==> src/rtl/serial_addsub_c1.sv <==
// serial_addsub_c1: bit-serial ones'-complement add/subtract, LSB first, end-around carry in a final cycle.
// Optional SERIAL_ADDSUB_C1_NEGZERO_NORM_EN rewrites a negative-zero result as canonical zero.
module serial_addsub_c1 #(
  parameter int WIDTH = 4
) (
  input  logic             clk,
  input  logic             reset_n,
  input  logic             start,
  input  logic [WIDTH-1:0] a,
  input  logic [WIDTH-1:0] b,
  input  logic             cpl,
  output logic [WIDTH-1:0] result,
  output logic             cout,
  output logic             busy,
  output logic             done
);
  localparam int CW = $clog2(WIDTH);
  typedef enum logic [1:0] {IDLE, SHIFT, EAC, DONE} state_t;
  state_t state, state_nx;
  logic [WIDTH-1:0] a_sh, b_sh, eac_sum, eac_val;
  logic [CW-1:0] cnt;
  logic cpl_r, carry, bb, s, last, busy_nx, done_nx;
  assign last = cnt == CW'(WIDTH - 1);
  assign bb = b_sh[0] ^ cpl_r;
  assign s = a_sh[0] ^ bb ^ carry;
  assign eac_sum = result + WIDTH'(carry);
`ifdef SERIAL_ADDSUB_C1_NEGZERO_NORM_EN
  assign eac_val = &eac_sum ? '0 : eac_sum;
`else
  assign eac_val = eac_sum;
`endif
  always_ff @(posedge clk or negedge reset_n)
    if (!reset_n) state <= IDLE;
    else state <= state_nx;
  always_comb begin
    state_nx = state == IDLE  ? (start ? SHIFT : IDLE) :
               state == SHIFT ? (last ? EAC : SHIFT) :
               state == EAC   ? DONE : IDLE;
  end
  always_comb begin
    busy_nx = state_nx != IDLE;
    done_nx = state_nx == DONE;
  end
  always_ff @(posedge clk or negedge reset_n)
    if (!reset_n) begin
      a_sh   <= '0;
      b_sh   <= '0;
      cpl_r  <= 1'b0;
      carry  <= 1'b0;
      cnt    <= '0;
      result <= '0;
      cout   <= 1'b0;
      busy   <= 1'b0;
      done   <= 1'b0;
    end else begin
      busy <= busy_nx;
      done <= done_nx;
      if (state == IDLE && start) begin
        a_sh  <= a;
        b_sh  <= b;
        cpl_r <= cpl;
        carry <= 1'b0;
        cnt   <= '0;
      end else if (state == SHIFT) begin
        carry  <= (a_sh[0] & bb) | (a_sh[0] & carry) | (bb & carry);
        result <= {s, result[WIDTH-1:1]};
        a_sh   <= a_sh >> 1;
        b_sh   <= b_sh >> 1;
        cnt    <= cnt + CW'(1);
      end else if (state == EAC) begin
        cout   <= carry;
        result <= eac_val;
      end
    end
endmodule

==> config.mk <==
export PLATFORM = sky130hd
export DESIGN_NAME = serial_addsub_c1
export DESIGN_NICKNAME = d
export VERILOG_FILES = /design/src/rtl/serial_addsub_c1.sv
export SDC_FILE = /design/constraint.sdc
export NUM_CORES = 1
export LEC_CHECK = 0
export ABC_AREA = 1
export BUFFER_PORTS_ARGS = -buffer_cell sky130_fd_sc_hd__buf_2
export CAP_MARGIN = 20
export CORE_MARGIN = 2
export CORE_UTILIZATION = 49
export CTS_CLUSTER_SIZE = 10
export DETAILED_ROUTE_END_ITERATION = 8
export GPL_TIMING_DRIVEN = 1
export MAX_ROUTING_LAYER = met4
export PLACE_DENSITY_LB_ADDON = 0.15
export SLEW_MARGIN = 10
export SYNTH_ARGS = -nofsm -noshare
export SYNTH_HDL_FRONTEND = slang
export SYNTH_SLANG_ARGS = --single-unit
==> constraint.sdc <==
create_clock -name clk -period 1.4 [get_ports clk]
set_input_delay 0.07 -clock clk [delete_from_list [all_inputs] [get_ports clk]]
set_output_delay 0.07 -clock clk [all_outputs]
set_load 0.05 [all_outputs]
==> impl_summary.md <==
Final layout
The final instance area is between 1000 and 1500 um2. The net count of the finished layout is 166. The non-filler instance count after layout is 173.

The fill cell total of the finished layout is 185. Once layout is complete, the utilization of the core stands at 65.1%. The repair_antennas step left the layout with diodes totalling 0. The area taken by multi-input logic gates is 455 um2. The post-synthesis to final-layout area growth is 25.7%. The sequential standard cell area is ~530 um2.

The post-route netlist has 24.7% of its cells at a drive strength greater than 1.

Critical path
The worst setup path is captured at a flop. The data required time at the worst endpoint is between 1.5 and 2 ns. The worst setup path is launched from a flop.

In this run the worst path has a maximum fanout of 2. The classification of the worst setup path is reg -> reg. The critical path arrival is 1.58 ns.

Placed design
The placed wire-length estimate after detailed placement is 1330 um. Including well taps, the total number of placed cells is 161. The total placed instance area is 1150 um2. Routability-driven placement finished with a final weighted congestion of between 0.7 and 0.8. Before CTS, the worst setup slack after placement is 0.0332 ns. During placement, the flow inserted port buffers numbering 18.

Floorplanning
After floorplanning, the core was divided into 16 placement rows. The core area is 1960 um2. The die outline width is around 50 um. The die area is 2450 um2. For this design the top-level I/O count stands at 19.

The initial utilization of the core area, before any placement, comes to 51.8%. In this run the vertical extent of the chip is between 40 and 50 um.

STA
The transition time of the tightest slew-check pin is 0.467 ns. After layout, the worst path uses between 90 and 100% of the clock period. Setup violations remaining at the end of the flow were counted as 0. After layout, the worst setup slack is 0.0211 ns. Setup repair after global routing could not meet its margin everywhere. The maximum clock skew at final layout is 0.00341 ns. The number of failing hold endpoints at the final stage is 0. Derived from the worst setup path, the maximum achievable clock frequency is 725 MHz. The minimum clock period is 1.38 ns. Measured against its own limit, the worst slew margin works out to 68.9%.

The total count of max-transition violations in the final report is 0.

Clock network
The clock latency reported for the late side of the worst-skew pair is approximately 0.29 ns. The total CTS buffers is 3. The clock-pin slew of the registers on the worst-case setup and hold paths is 0.11 ns. TritonCTS built the clock tree. CTS built an H-tree with a depth of 1. The number of clock sinks seen by CTS is 21. The buffer type at the clock tree root is clkbuf_4. The maximum buffer depth of the clock tree is 2.

Detailed routing
The DRC violations left is 0. The routed wire length is 1950 um. The detailed router finished its first iteration with 8 violations.

In this run the remaining antenna-violating nets after routing total 0. The routed layout has around 830 vias. For this run, the detailed router's first-pass iteration total came to 3. The per-cell routed wire length is between 10 and 15 um. The via count normalized by instance count is 4.82.

Synth
The cell with the most instances after synthesis is nand2_1. After synthesis, flip-flops and latches occupy between 50 and 60% of the total area. The post-synthesis instance area is between 1000 and 1500 um2. The top cell type's share of synthesized area is a little over 50%. The area share of fa/ha/maj cells after synthesis is 9.36%. The average cell area after synthesis is 8.91 um2.

The compound-cell area share of the yosys netlist is 7.39%. The synthesized-area fraction occupied by and/or/nand/nor cells is 24.9%. The post-synthesis cell type with the largest combined area is dfrtp_1. The synthesized netlist devotes 1.72% of its cell area to XOR and XNOR gates. After synthesis, the largest family of logic cells by area is simple AND/OR/NAND/NOR gates.

The synthesized design contains 21 register bits. The prevailing post-synth register cell is dfrtp_1. The number of nets in the synthesized netlist is approximately 130. The mux share of post-synthesis cell area is 0%. By area the synthesized netlist is led by dfrtp_1, nand2_1, ha_1. After synthesis, the most frequently instantiated cells are nand2_1, dfrtp_1, nor2_1. The number of distinct library cells after synthesis is 20. During synthesis, Yosys emitted a total of 0 warnings. The proportion of register bits with asynchronous set or reset after synthesis is 100%. The gate count after technology mapping is 114. The number of synthesized flops with an enable pin is 0.

Global route
The initial antenna violation count is 0. The via count of the first global-routing pass is 813. The total overflow left after global routing is 0. The first-pass GRT wire length is between 3000 and 4000 um.

The global-route total usage across every layer is 18.4%. The largest net degree at the start of global routing is 22.

Power
The worst-case IR drop observed on VDD is about 1.1 mV. In this run the power density over the cells is about 2400 nW/um2. The leakage component of the power is 0.641 nW.

The overall power is 3.09 mW.

Status
The run finished with clean final reports.

Job
The reported max-cap violation count is 0.

Worst hold path
The worst hold path belongs to the class in -> reg.
-- final cells by class --
cell class              instances  area share, %
repair buffers                 31           16.1
clock buffers                   4           2.06
multi-input cells              83           35.7
flip-flops and latches         21           41.3
inverters                       7           2.25
well taps                      27           2.64
-- registers in the layout, summed over array words and instances, names as in the netlist --
signal	count
busy	1
b_sh	4
cpl_r	1
state	2
a_sh	4
cnt	2
carry	1
done	1
result	4
cout	1
-- cell usage in the layout (no fill, tap or decap), types with 2 or more instances in the layout --
master and count:
nand2_1 25, inv_1 4, inv_2 2, a21oi_1 7, dlygate4sd3_1 7, nand2_2 2, nand3_1 14, o21ai_1 5
o21ai_0 3, buf_2 18, buf_4 6, ha_1 4, dfrtp_1 19, dfrtp_2 2, nor2_1 15, clkbuf_4 3
-- where the power goes --
part / leakage (nW) / switching [mW] / internal (mW)
Sequential: 0.258 / 0.226 / 0.903
Clock: 0.0150 / 0.176 / 0.111
Combinational: 0.369 / 1.06 / 0.620
-- worst max-delay path: stages, from the launching register on --
cell,delay (ns)
dfrtp_1,0.40
xor2_1,0.20
fa_1,0.43
nor2_1,0.11
nor2_1,0.04
nand2_1,0.06
nand2_1,0.04
-- cells by family (layout without fill, tap and decap cells) --
family / after synthesis / in the layout
buffers and inverters: 10 / 42
AOI/OAI and AO/OA: 15 / 15
DFF: 21 / 21
and+or+nand+nor: 59 / 59
adders and majority gates: 7 / 7
xor gates and xnor gates: 2 / 2
-- path summary, 6_finish.rpt --
kind                         start   endpoint  slack (ns)  cells past startpoint
min reg2reg                   cout       cout        0.49                      2
max                          cpl_r  result[3]        0.02                      6
min in group asynchronous  reset_n       busy        0.24                      2
max in group asynchronous  reset_n  result[0]        0.80                      2
max reg2reg                  cpl_r  result[3]        0.02                      6
min                           b[2]    b_sh[2]        0.02                      3
-- what timing repair did --
item                                   in CTS  in global routing
setup endpoints to repair                   0                  7
buffers inserted                            0                  1
hold buffers                                7                  0
endpoints found under the hold margin      27                  0
resized for setup                           0                  6
-- layer usage --
layer | wire, um | track usage (%)
met1 | 917 | 22.3
met2 | 956 | 31.1
met3 | 64 | 2.73
met4 | 13 | 6.94
met5 | 0 | -
-- through the flow --
step	hold slack (ns)	setup TNS (ns)
3_3_place_gp	0.0495	0
2_1_floorplan	-0.226	0
3_5_place_dp	0.0552	0
6_report	0.0154	0
5_1_grt	0.0392	-0.130
4_1_cts	0.0100	0
Power figures use the tool's default switching activity.
